--- src/rtl/falafel_pkg.sv ---
// falafel_pkg: request header layouts, opcodes and dispatcher state encoding
package falafel_pkg;

  typedef enum logic [2:0] {
    REQ_ACCESS_REGISTER = 3'd0,
    REQ_ALLOC_MEM       = 3'd1,
    REQ_FREE_MEM        = 3'd2
  } req_type_e;

  typedef struct packed {
    logic [60:0] rsvd;
    req_type_e   req_type;
  } input_req_t;

  typedef struct packed {
    logic [28:0] rsvd;
    logic [31:0] addr;
    req_type_e   req_type;
  } config_req_t;

  // Only opcode and config address of the header are ever consumed.
  localparam int HDR_USED_W = 35;

  typedef enum logic [2:0] {ARB, DEC, CFG, ALLOC, FREE, DRAIN} dispatch_state_e;

endpackage

--- src/rtl/falafel_req_dispatcher_if.sv ---
// falafel_req_dispatcher_if: per-channel two-beat request valid/ready bus
interface falafel_req_dispatcher_if #(
  parameter int NUM_CH = 2,
  parameter int DATA_W = 64
);
  logic [NUM_CH-1:0]             req_val;
  logic [NUM_CH-1:0]             req_rdy;
  logic [NUM_CH-1:0][DATA_W-1:0] req_data;
  modport master (output req_val, output req_data, input req_rdy);
  modport slave  (input req_val, input req_data, output req_rdy);
endinterface

--- src/rtl/falafel_rr_arbiter.sv ---
// falafel_rr_arbiter: combinational round-robin pick starting at ptr_i
module falafel_rr_arbiter #(
  parameter  int N  = 2,
  localparam int CW = N > 1 ? $clog2(N) : 1
) (
  input  logic [N-1:0]  req_i,
  input  logic [CW-1:0] ptr_i,
  output logic [CW-1:0] gnt_idx_o,
  output logic          gnt_val_o
);
  // scan from the farthest offset down so the requester nearest ptr_i wins
  always_comb begin
    gnt_val_o = |req_i;
    gnt_idx_o = '0;
    for (int i = N - 1; i >= 0; i--)
      gnt_idx_o = req_i[(int'(ptr_i) + i) % N] ? CW'((int'(ptr_i) + i) % N) : gnt_idx_o;
  end
endmodule

--- src/rtl/falafel_req_dispatcher.sv ---
// falafel_req_dispatcher: arbitrates two-beat requests and steers payloads to cfg/alloc/free
module falafel_req_dispatcher
  import falafel_pkg::*;
#(
  parameter  int DATA_W = 64,
  parameter  int NUM_CH = 2,
  parameter  int ERR_W  = 16,
  localparam int CH_W   = NUM_CH > 1 ? $clog2(NUM_CH) : 1
) (
  input  logic                  clk_i,
  input  logic                  rst_ni,
  falafel_req_dispatcher_if.slave req,
  input  logic                  alloc_fifo_full_i,
  output logic                  alloc_fifo_write_o,
  output logic [DATA_W-1:0]     alloc_fifo_din_o,
  input  logic                  free_fifo_full_i,
  output logic                  free_fifo_write_o,
  output logic [DATA_W-1:0]     free_fifo_din_o,
  output logic                  cfg_write_o,
  output logic [DATA_W-1:0]     cfg_addr_o,
  output logic [DATA_W-1:0]     cfg_data_o,
  output logic [CH_W-1:0]       grant_o,
  output logic                  busy_o,
  output logic                  err_illegal_o,
  output logic [ERR_W-1:0]      err_cnt_o
);

  dispatch_state_e       state_q, state_d;
  logic [CH_W-1:0]       rr_ptr_q, rr_ptr_d, grant_q, grant_d, arb_idx, next_ptr;
  logic [HDR_USED_W-1:0] header_q, header_d;
  logic [ERR_W-1:0]      err_cnt_q, err_cnt_d;
  logic [NUM_CH-1:0]     rdy;
  logic [DATA_W-1:0]     sel_data;
  logic                  arb_val, sel_val;
  req_type_e             op;

  falafel_rr_arbiter #(.N(NUM_CH)) u_arb (
    .req_i     (req.req_val),
    .ptr_i     (rr_ptr_q),
    .gnt_idx_o (arb_idx),
    .gnt_val_o (arb_val)
  );

  assign op        = req_type_e'(header_q[2:0]);
  assign sel_val   = req.req_val[grant_q];
  assign sel_data  = req.req_data[grant_q];
  assign next_ptr  = (32'(grant_q) == NUM_CH - 1) ? '0 : grant_q + 1'b1;
  assign req.req_rdy        = rdy;
  assign alloc_fifo_din_o   = sel_data;
  assign free_fifo_din_o    = sel_data;
  assign cfg_data_o         = sel_data;
  assign cfg_addr_o         = DATA_W'(header_q[34:3]);
  assign grant_o            = grant_q;
  assign busy_o             = state_q != ARB;
  assign err_cnt_o          = err_cnt_q;

  // next-state, handshake and strobe decode; ARB rdy is gated so nothing handshakes in reset
  always_comb begin
    state_d            = state_q;
    rr_ptr_d           = rr_ptr_q;
    grant_d            = grant_q;
    header_d           = header_q;
    err_cnt_d          = err_cnt_q;
    rdy                = '0;
    cfg_write_o        = 1'b0;
    alloc_fifo_write_o = 1'b0;
    free_fifo_write_o  = 1'b0;
    err_illegal_o      = 1'b0;
    case (state_q)
      ARB: if (arb_val && rst_ni) begin
        rdy[arb_idx] = 1'b1;
        header_d     = req.req_data[arb_idx][HDR_USED_W-1:0];
        grant_d      = arb_idx;
        state_d      = DEC;
      end
      DEC: begin
        state_d = op == REQ_ACCESS_REGISTER ? CFG :
                  op == REQ_ALLOC_MEM       ? ALLOC :
                  op == REQ_FREE_MEM        ? FREE : DRAIN;
        err_illegal_o = state_d == DRAIN;
        err_cnt_d     = (err_illegal_o && !(&err_cnt_q)) ? err_cnt_q + 1'b1 : err_cnt_q;
      end
      default: begin
        rdy[grant_q] = state_q == ALLOC ? !alloc_fifo_full_i :
                       state_q == FREE  ? !free_fifo_full_i : 1'b1;
        if (rdy[grant_q] && sel_val) begin
          cfg_write_o        = state_q == CFG;
          alloc_fifo_write_o = state_q == ALLOC;
          free_fifo_write_o  = state_q == FREE;
          rr_ptr_d           = next_ptr;
          state_d            = ARB;
        end
      end
    endcase
  end

  // state, arbitration pointer, latched header and error counter
  always_ff @(posedge clk_i or negedge rst_ni) begin
    if (!rst_ni) begin
      state_q   <= ARB;
      rr_ptr_q  <= '0;
      grant_q   <= '0;
      header_q  <= '0;
      err_cnt_q <= '0;
    end else begin
      state_q   <= state_d;
      rr_ptr_q  <= rr_ptr_d;
      grant_q   <= grant_d;
      header_q  <= header_d;
      err_cnt_q <= err_cnt_d;
    end
  end

endmodule

--- src/flat_wrapper.sv ---
// flat-port wrapper written by rule: the top's interface ports become plain ports
module falafel_req_dispatcher_flat import falafel_pkg::*;
#(
  parameter  int DATA_W = 64,
  parameter  int NUM_CH = 2,
  parameter  int ERR_W  = 16,
  localparam int CH_W   = NUM_CH > 1 ? $clog2(NUM_CH) : 1
)
  (clk_i, rst_ni, alloc_fifo_full_i, alloc_fifo_write_o, alloc_fifo_din_o, free_fifo_full_i, free_fifo_write_o, free_fifo_din_o, cfg_write_o, cfg_addr_o, cfg_data_o, grant_o, busy_o, err_illegal_o, err_cnt_o, req_req_val, req_req_data, req_req_rdy);
  falafel_req_dispatcher_if #(.NUM_CH(NUM_CH), .DATA_W(DATA_W)) req_i ();
  input  logic clk_i;
  input  logic rst_ni;
  input  logic alloc_fifo_full_i;
  output logic alloc_fifo_write_o;
  output logic [DATA_W-1:0] alloc_fifo_din_o;
  input  logic free_fifo_full_i;
  output logic free_fifo_write_o;
  output logic [DATA_W-1:0] free_fifo_din_o;
  output logic cfg_write_o;
  output logic [DATA_W-1:0] cfg_addr_o;
  output logic [DATA_W-1:0] cfg_data_o;
  output logic [CH_W-1:0] grant_o;
  output logic busy_o;
  output logic err_illegal_o;
  output logic [ERR_W-1:0] err_cnt_o;
  input wire logic [$bits(req_i.req_val)-1:0] req_req_val;
  input wire logic [$bits(req_i.req_data)-1:0] req_req_data;
  output wire logic [$bits(req_i.req_rdy)-1:0] req_req_rdy;
  assign req_i.req_val = req_req_val;
  assign req_i.req_data = req_req_data;
  assign req_req_rdy = req_i.req_rdy;
  falafel_req_dispatcher #(.DATA_W(DATA_W), .NUM_CH(NUM_CH), .ERR_W(ERR_W)) u_core (.clk_i(clk_i), .rst_ni(rst_ni), .req(req_i), .alloc_fifo_full_i(alloc_fifo_full_i), .alloc_fifo_write_o(alloc_fifo_write_o), .alloc_fifo_din_o(alloc_fifo_din_o), .free_fifo_full_i(free_fifo_full_i), .free_fifo_write_o(free_fifo_write_o), .free_fifo_din_o(free_fifo_din_o), .cfg_write_o(cfg_write_o), .cfg_addr_o(cfg_addr_o), .cfg_data_o(cfg_data_o), .grant_o(grant_o), .busy_o(busy_o), .err_illegal_o(err_illegal_o), .err_cnt_o(err_cnt_o));
endmodule
--- config.mk ---
export PLATFORM = sky130hd
export DESIGN_NAME = falafel_req_dispatcher_flat
export DESIGN_NICKNAME = d
export VERILOG_FILES = /design/src/rtl/falafel_pkg.sv /design/src/rtl/falafel_req_dispatcher_if.sv /design/src/rtl/falafel_rr_arbiter.sv /design/src/rtl/falafel_req_dispatcher.sv /design/src/flat_wrapper.sv
export SDC_FILE = /design/constraint.sdc
export NUM_CORES = 1
export LEC_CHECK = 0
export CELL_PAD_IN_SITES_DETAIL_PLACEMENT = 1
export CELL_PAD_IN_SITES_GLOBAL_PLACEMENT = 1
export CORE_UTILIZATION = 20
export CTS_CLUSTER_DIAMETER = 100
export DETAILED_ROUTE_END_ITERATION = 16
export GPL_TIMING_DRIVEN = 0
export PLACE_DENSITY = 0.78
export RECOVER_POWER = 100
export SLEW_MARGIN = 20
export SYNTH_ARGS = -nofsm -noshare
export SYNTH_HDL_FRONTEND = slang
export SYNTH_SLANG_ARGS = --single-unit
--- constraint.sdc ---
create_clock -name clk_i -period 1.93 [get_ports clk_i]
set_input_delay 0.386 -clock clk_i [delete_from_list [all_inputs] [get_ports clk_i]]
set_output_delay 0.386 -clock clk_i [all_outputs]
set_load 0.03 [all_outputs]
==> metrics.cfg <==
[grt]
track_usage_pct = 16.1
grt_max_degree = 45
grt_pass1_vias = 5640
grt_pass1_wl_um = 32000
antenna_found_initial = 0
grt.overflow.total = 0

[synthesis]
yosysUniqueCellTypes = 48
ys_async_sr_fraction_pct = 100
syn_area_um2 = 5000
synthCells = 529
postSynthAreaPerCell_um2 = 9.44
synth_seq_cells = 56
seq_area_frac_synth_pct = 28.0
synth_edf_count = 0
yosysWarnings = 0
synth_ff_type = dfrtp_1

[worst_setup_path]
crit_top_cell = buf_4
rr_endpoint = u_core.err_cnt_o[1]
cp_top_family = buffers and inverters
worstReg2RegStart = u_core.state_q[2]
cp.buffers_inverters = 4
path_class = flip-flop to output pin
cp.arrival_ps = 1820
crit_fanout = 10
setup.worst_path.start = u_core.grant_o
setup.worst_path.end = cfg_data_o[28]
crit_chain = buf_12 > clkbuf_16 > mux2_2 > buf_4 > buf_4
slowest_delay_ps = 470
cp_slowest_cell = dfrtp_2
crit_path_end_kind = output pin
reg2reg_slack_ps = -130
cp-start-kind = flip-flop
ff2ff_path_depth = 6
path_depth = 5
crit_required_ps = 1540

[placement]
dp.cells = 1266
portBuffers = 381
place_congestion = 0.740
hpwl_um = 17500

[layout]
area.growth.synth_to_final_pct = 104
mostFrequentLayoutCell = buf_6
final_cell_mix = buf_6 (196), clkdlybuf4s50_1 (174), buf_4 (118), buf_2 (69), dfrtp_1 (55)
final_core_util_pct = 41.8
drive_gt1_share_pct = 54.2
nets = 1109
antennaDiodeCount = 0
final_cell_count_no_fill = 1299

[sta]
finClkSkew_ps = 10.1
postLayoutSetupSlackWorst_ps = -272
finalCritPeriodShare_pct = 114
fin_crit_ps = 2200
drv_slew = 0
rsz0062_at_grt = yes
worst_slew_pin_slew_ps = 632
setup_viol = 199
hold_viol_final = 0
max_freq_ghz = 0.454
relSlewSlack_pct = 57.9

[routing]
drc_errors = 0
routed_via_density = 4.00
wl_um = 21900
dr.first_iter.drc_count = 97
first_pass_iters = 4
vias = 5200
postRouteAntennaNets = 0
wl_per_cell_um = 16.8

[clocking]
cts_sinks = 56
ctsLongestPathBuffers = 2
cts_buffers = 5
cts.clk_slew.worst_paths_ps = 90
insertion_delay_ps = 310
htree_levels = 2
cts-root-buf = clkbuf_16
tritoncts = yes

[floorplan]
die_x_um = 160
die_area_um2 = 25600
rows = 57
boundaryPins = 414
die_h_um = 160
core_um2 = 24400
initial_utilization_pct = 20.5

[power_and_ir_drop]
peakVddDrop_mv = 0.737
p_leak_nw = 4.96
cellPowerDensity_nw_per_um2 = 1590

[status]
status = finished with violations
violations = setup timing

[run]
max_cap_viol_count = 0

[hold_path]
hold_class = input port to asynchronous set/reset pin

## sequential cells by signal, indices dropped and copies added, names as in the netlist
signal            count
u_core.err_cnt_o     16
u_core.grant_o        1
u_core.header_q      35
u_core.rr_ptr_q       1
u_core.state_q        3
## synthesized netlist by cell type (5+ instances only)
cell type	number	area (um^2)
inv_1	6	22.5
nand2_1	8	30.0
buf_4	192	1440
buf_2	8	40.0
xnor2_1	9	78.8
dfrtp_1	56	1400
nor2_1	38	143
mux2i_1	38	380
and2_1	5	31.3
a21oi_1	39	195
mux2_2	65	732
clkbuf_1	7	26.3
## where the power goes
part           switching [mW]  leakage (nW)  internal (mW)  total, mW
logic                    6.88          4.23           6.31       13.2
registers               0.346         0.660           1.64       1.99
clock network           0.508        0.0744          0.494       1.00
total                    7.73          4.96           8.44       16.2
## routing by layer
layer	wire length [um]	global-route usage, %
met2	12000	31.4
met4	204	2.94
met5	0	0
met3	1360	3.79
met1	8270	17.6
## worst register-to-register path: cells and delay by family, from the launching register on
kind	cells	cell delay, ps
simple gates	2	720
flops	1	370
mux	1	320
buf+inv	2	310
compound gates	1	220
## cell families (layout without fill, tap and decap cells)
kind of cell / after synthesis / after routing / synth area share [%]
compound gates: 62 / 62 / 7.49
xor+xnor: 12 / 12 / 2.10
fa+ha+maj: 1 / 1 / 0.250
buf+inv: 219 / 634 / 31.2
flops: 56 / 56 / 28.0
mux: 105 / 105 / 22.7
other cells: 1 / 32 / 0.0751
simple gates: 73 / 73 / 8.09
## timing repair
item | in CTS | in global routing
hold buffers | 1 | 0
endpoints found under the hold margin | 13 | 0
resized for setup | 589 | 721
gates cloned | 1 | 1
setup endpoints to repair | 231 | 243
buffers inserted | 6 | 18
pin swaps | 2 | 5
## cell type report
class                      count  area, um^2
buffer                       210        1950
tap                          324         405
clock buffer                   5         125
fill                        2778       14200
timing repair buffer         409        3830
sequential                    56        1400
multi-input combinational    285        2410
clock inverter                 3        26.3
inverter                       7        28.8
## worst min path at each step
| stage | endpoint | slack (ps) | cells after the start |
|---|---|---|---|
| 2_1_floorplan | u_core.err_cnt_o[0] | 90 | 0 |
| 3_3_place_gp | u_core.err_cnt_o[14] | 480 | 1 |
| 3_5_place_dp | u_core.err_cnt_o[8] | 260 | 1 |
| 4_1_cts | u_core.err_cnt_o[7] | 50 | 2 |
| 5_1_grt | u_core.err_cnt_o[7] | 180 | 2 |
| 6_report | u_core.err_cnt_o[7] | 160 | 2 |
## stage by stage
stage / total power, mW / setup WS (ps) / instance area (um^2) / hold WS [ps] / TNS (ps)
final: 16.2 / -272 / 10200 / 156 / -30410
after floorplan: 9.40 / 10.3 / 5140 / 90.4 / 0
after global placement: 13.8 / -3230 / 9360 / 478 / -295730
after detailed placement: 14.0 / -1250 / 9380 / 259 / -121740
after global routing: 17.0 / -336 / 10200 / 182 / -43400
after CTS: 15.2 / -415 / 9830 / 48.6 / -63910
(Power assumes the default switching activity.)
